File: config.mk
export PLATFORM = sky130hd
export DESIGN_NAME = dmem_arbiter
export DESIGN_NICKNAME = d
export VERILOG_FILES = /design/src/rtl/dmem_arb_pkg.sv /design/src/rtl/sat_counter.sv /design/src/rtl/dmem_arbiter.sv
export SDC_FILE = /design/constraint.sdc
export NUM_CORES = 1
export LEC_CHECK = 0
export ABC_AREA = 1
export CAP_MARGIN = 20
export CORE_AREA = 4 4 117 119
export DETAILED_ROUTE_END_ITERATION = 12
export DIE_AREA = 0 0 121 123
export SKIP_LAST_GASP = 1
export SLEW_MARGIN = 20
export SYNTH_ARGS = -nofsm -noshare
export SYNTH_HDL_FRONTEND = slang
export SYNTH_SLANG_ARGS = --single-unit
File: constraint.sdc
create_clock -name clk -period 6.2 [get_ports clk]
set_input_delay 0.62 -clock clk [delete_from_list [all_inputs] [get_ports clk]]
set_output_delay 0.62 -clock clk [all_outputs]
set_load 0.01 [all_outputs]
File: src/rtl/dmem_arb_pkg.sv
// Shared constants and bus payload type for the data-memory arbiter.
package dmem_arb_pkg;

    localparam int unsigned CNT_W          = 4;
    localparam logic [31:0] ADDR_LIMIT_DEF = 32'h003F_FFFF;

    localparam logic [1:0] OWN_NONE = 2'b00;
    localparam logic [1:0] OWN_CPU  = 2'b01;
    localparam logic [1:0] OWN_PM   = 2'b10;

    typedef struct packed {
        logic [31:0] addr;
        logic [31:0] wdata;
        logic [3:0]  we;
    } mem_req_t;

endpackage

File: src/rtl/sat_counter.sv
// Saturating up-counter with synchronous clear; clear wins over increment.
module sat_counter
    import dmem_arb_pkg::*;
#(
    parameter int unsigned W     = CNT_W,
    parameter int unsigned LIMIT = 15
) (
    input  logic         clk,
    input  logic         rst_n,
    input  logic         inc,
    input  logic         clr,
    output logic [W-1:0] cnt
);

    always_ff @(posedge clk or negedge rst_n) begin
        if (!rst_n) begin
            cnt <= '0;
        end else if (clr) begin
            cnt <= '0;
        end else if (inc && (cnt != W'(LIMIT))) begin
            cnt <= cnt + W'(1);
        end
    end

endmodule

File: src/rtl/dmem_arbiter.sv
// Shares the single dmem port between the CPU and the pattern-matching
// peripheral: CPU priority, anti-starvation for PM, bounded PM lock bursts.
module dmem_arbiter
    import dmem_arb_pkg::*;
#(
    parameter int unsigned MAX_WAIT   = 4,
    parameter int unsigned LOCK_MAX   = 8,
    parameter logic [31:0] ADDR_LIMIT = ADDR_LIMIT_DEF
) (
    input  logic        clk,
    input  logic        reset,
    input  logic        cpu_req,
    input  logic [31:0] cpu_addr,
    input  logic [31:0] cpu_wdata,
    input  logic [3:0]  cpu_we,
    output logic        cpu_ready,
    output logic [31:0] cpu_rdata,
    output logic        cpu_err,
    input  logic        pm_req,
    input  logic        pm_lock,
    input  logic [31:0] pm_addr,
    input  logic [31:0] pm_wdata,
    input  logic [3:0]  pm_we,
    output logic        pm_gnt,
    output logic [31:0] pm_rdata,
    output logic        pm_err,
    output logic [31:0] daddr,
    output logic [31:0] dwdata,
    output logic [3:0]  dwe,
    input  logic [31:0] drdata,
    output logic [1:0]  owner
);

    logic [CNT_W-1:0] wait_cnt;
    logic [CNT_W-1:0] lock_cnt;
    logic             lock_r;
    logic             lock_nxt;
    logic             grant_cpu;
    logic             grant_pm;
    logic             sel_err;
    mem_req_t         cpu_bus;
    mem_req_t         pm_bus;
    mem_req_t         sel_bus;

    assign cpu_bus = '{addr: cpu_addr, wdata: cpu_wdata, we: cpu_we};
    assign pm_bus  = '{addr: pm_addr,  wdata: pm_wdata,  we: pm_we};

    // Priority grant; reset gates every grant off combinationally.
    always_comb begin
        grant_cpu = 1'b0;
        grant_pm  = 1'b0;
        if (reset) begin
            if (lock_r && pm_req && (lock_cnt < CNT_W'(LOCK_MAX))) begin
                grant_pm = 1'b1;
            end else if (pm_req && (wait_cnt == CNT_W'(MAX_WAIT))) begin
                grant_pm = 1'b1;
            end else if (cpu_req) begin
                grant_cpu = 1'b1;
            end else if (pm_req) begin
                grant_pm = 1'b1;
            end
        end
    end

    // Data path: granted port drives dmem; out-of-range accesses are squashed.
    always_comb begin
        sel_bus = '0;
        if (grant_cpu) begin
            sel_bus = cpu_bus;
        end else if (grant_pm) begin
            sel_bus = pm_bus;
        end
        sel_err   = sel_bus.addr > ADDR_LIMIT;
        daddr     = sel_bus.addr;
        dwdata    = sel_bus.wdata;
        dwe       = sel_err ? 4'h0 : sel_bus.we;
        cpu_ready = grant_cpu;
        pm_gnt    = grant_pm;
        cpu_err   = grant_cpu && sel_err;
        pm_err    = grant_pm && sel_err;
        cpu_rdata = (grant_cpu && !sel_err) ? drdata : 32'h0;
        pm_rdata  = (grant_pm && !sel_err) ? drdata : 32'h0;
    end

    // A CPU grant while locked can only be the cap slot, which ends the burst.
    always_comb begin
        lock_nxt = lock_r;
        if (!pm_req) begin
            lock_nxt = 1'b0;
        end else if (grant_pm) begin
            lock_nxt = pm_lock;
        end else if (grant_cpu && lock_r) begin
            lock_nxt = 1'b0;
        end
    end

    always_ff @(posedge clk or negedge reset) begin
        if (!reset) begin
            lock_r <= 1'b0;
            owner  <= OWN_NONE;
        end else begin
            lock_r <= lock_nxt;
            owner  <= grant_cpu ? OWN_CPU : (grant_pm ? OWN_PM : OWN_NONE);
        end
    end

    sat_counter #(.W(CNT_W), .LIMIT(MAX_WAIT)) u_wait_cnt (
        .clk   (clk),
        .rst_n (reset),
        .inc   (pm_req && !grant_pm),
        .clr   (!pm_req || grant_pm),
        .cnt   (wait_cnt)
    );

    sat_counter #(.W(CNT_W), .LIMIT(LOCK_MAX)) u_lock_cnt (
        .clk   (clk),
        .rst_n (reset),
        .inc   (grant_pm && pm_lock),
        .clr   (!lock_nxt),
        .cnt   (lock_cnt)
    );

endmodule

==> qor.yml <==
job:
  maxCapViolations: 0
logic_synthesis:
  async_flop_share_pct: 100
  synthFlopType: "dfrtp_1"
  synth_seq_area_share_pct: 14.1
  synthCells: 296
  synth_top_area_share_pct: 26.1
  synth_warnings: 0
  ys_types: 27
  ys_ff_latch: 11
  yosys-top-cells-count: "a22o_1, inv_1, nor2_1"
  synth_area_um2: 1950
  syn-num-nets: 473
  yosys.cell_count.top_type: "a22o_1"
  syn_avg_cell_area_um2: 6.58
  ys_top_cells_by_area: "a22o_1, dfrtp_1, nor2_2"
  synth_edf_count: 0
  synth.largest_area_cell: "a22o_1"
drt:
  vias: 3186
  vias_per_cell: 4.17
  ant_nets: 0
  remaining_drc_errors: 0
  drt_iter0_drc: 132
  wl_um: 13100
  firstDrtPassIters: 6
  wl_per_cell_um: 17.1
cts:
  clock_sinks: 11
  cts_root_buffer: "clkbuf_16"
  cts_hold_buffers: 0
  insertion_delay_ns: 0.23
  clk_path_buf_depth: 2
  cts_buffers: 3
  h-tree-depth: 1
  cts_resized: 0
  cts_tree: "built"
  post_cts_buffers: 0
  clkTransAtPathRegs_ns: 0.04
setup_path:
  worst_setup_path_start_kind: "input port"
  worst-path-max-fanout: 32
  r2r_cells: 10
  endpoint_kind: "output pin"
  required_ns: 5.58
  worst-endpoint-arrival_ns: 3.82
  crit_type: "in -> out"
sta:
  slew_viol_final: 0
  min_period_ns: 4.44
  max_freq_mhz: 225
  post-route-period-util_pct: 71.6
  hold_viol_final: 0
  setup_ws_ns: 1.76
  finalSetupTns_ns: 0
  max_slew_margin_pct: 55.5
  finalSetupViolations: 0
  rsz0062_at_grt: "false"
  worstMarginPinSlew_ns: 0.667
  finClkSkew_ns: 0.000385
final_layout:
  num_antenna_cells: 0
  final_nets: 770
  stdcell_area_um2: 5230
  fillCellCount: 1302
  layout-drive-gt1-share_pct: 8.28
  syn2layout_area_growth_pct: 168
global_routing:
  grt_pass1_vias: 3259
  overflow: 0
  grt_max_degree: 37
  antenna_found_initial: 1
  grt.total_usage_pct: 15.5
  grt_first_pass_wirelength_um: 18200
worst_hold_path:
  holdPathStages: 1
  min_path_type: "reg -> reg"
floorplanning:
  die_y_um: 123
  io_pins: 311
  fp.dieW_um: 121
  initial_core_util_pct: 15.5
  rows: 41
  fp.dieArea_um2: 14900
  core_um2: 12600
placement:
  io_buffers: 310
  dpl.hpwl_um: 11500
  place_congestion: 0.813
  place_area_um2: 5150
  pre_cts_ws_ns: 1.73
run_status:
  outcome: "finished clean"
pwr:
  ir_drop_v: 0.0000587
  leakage_nw: 2.18
  power_w: 0.000529
  p_per_area_nw_per_um2: 101
-- area by class of cell --
cell class | count | area (um2) | share of cell area, %
inverter | 51 | 191 | 3.66
timing repair buffer | 313 | 3130 | 59.8
sequential | 11 | 275 | 5.27
clock buffer | 4 | 78.8 | 1.51
multi-input combinational | 213 | 1340 | 25.6
tap | 172 | 215 | 4.12
-- worst paths after layout --
path                                        start  slack (ns)           endpoint
worst max-delay path                       pm_req        1.76       pm_rdata[25]
worst min-delay path            u_lock_cnt.cnt[3]        0.51  u_lock_cnt.cnt[3]
worst max register to register  u_wait_cnt.cnt[1]        3.56  u_lock_cnt.cnt[3]
worst min register to register  u_lock_cnt.cnt[3]        0.51  u_lock_cnt.cnt[3]
max in group asynchronous                   reset        5.24  u_wait_cnt.cnt[0]
min in group asynchronous                   reset        0.74             lock_r
-- worst max-delay path: stages --
cell	delay (ns)
clkdlybuf4s50_1	0.54
nand2_1	0.07
nor2_1	0.14
nor2_1	0.08
nand2_2	0.12
inv_2	0.27
nand2_1	0.15
nand2_1	0.11
nor2_4	0.14
nand2_2	0.07
nor2_4	0.20
nand3_4	0.46
nor2_2	0.23
clkdlybuf4s50_1	0.61
-- registers in the layout, summed over array words and instances (netlist names) --
| signal | cells |
|---|---|
| lock_r | 1 |
| u_wait_cnt.cnt | 4 |
| u_lock_cnt.cnt | 4 |
| owner | 2 |
-- logic make-up (layout without fill, tap and decap cells) --
logic type	count (synthesis)	in the layout	synth area share (%)
compound gates	70	70	29.2
xor+xnor	2	2	0.899
fa+ha+maj	4	4	2.57
buf+inv	72	368	17.1
flops	11	11	14.1
simple gates	137	137	36.0
-- placed cells by master, fill, tap and decap left out --
cell and instances:
nor2_2 30, nand2_2 5, buf_4 3, nor2_4 3, o21ai_0 8, ha_1 4, inv_2 2, dfrtp_1 11
nand3_4 2, clkbuf_16 3, nand3_1 19, and3_1 4, nand3b_1 1, inv_1 49, xor2_1 1, clkbuf_1 1
clkdlybuf4s50_1 310, o22ai_1 1, a22o_1 58, nand2_1 22, nand4_1 2, xnor2_1 1, nor2_1 48, a21oi_1 3
nand2_4 1
-- through the flow --
step | utilization [%] | hold WS (ns) | instances
detailed placement | 40.9 | 0.513 | 760
global route | 41.6 | 0.562 | 764
floorplan | - | 0.324 | 296
finish | 41.6 | 0.513 | 764
global placement | 40.9 | 0.509 | 760
CTS | 41.6 | 0.520 | 764
-- where the power goes --
part           internal [W]  switching (W)
Clock             0.0000860      0.0000280
Combinational      0.000204       0.000133
Sequential        0.0000756     0.00000265
-- metal layers --
| layer | wire length [um] | GRT usage [%] | vias up |
|---|---|---|---|
| li1 | - | - | 1573 |
| met1 | 4860 | 17.7 | 1425 |
| met2 | 6660 | 28.2 | 170 |
| met3 | 1300 | 5.31 | 16 |
| met4 | 255 | 2.97 | 2 |
| met5 | 20 | 0 | - |
No activity file was read; power rests on OpenSTA's default activity.
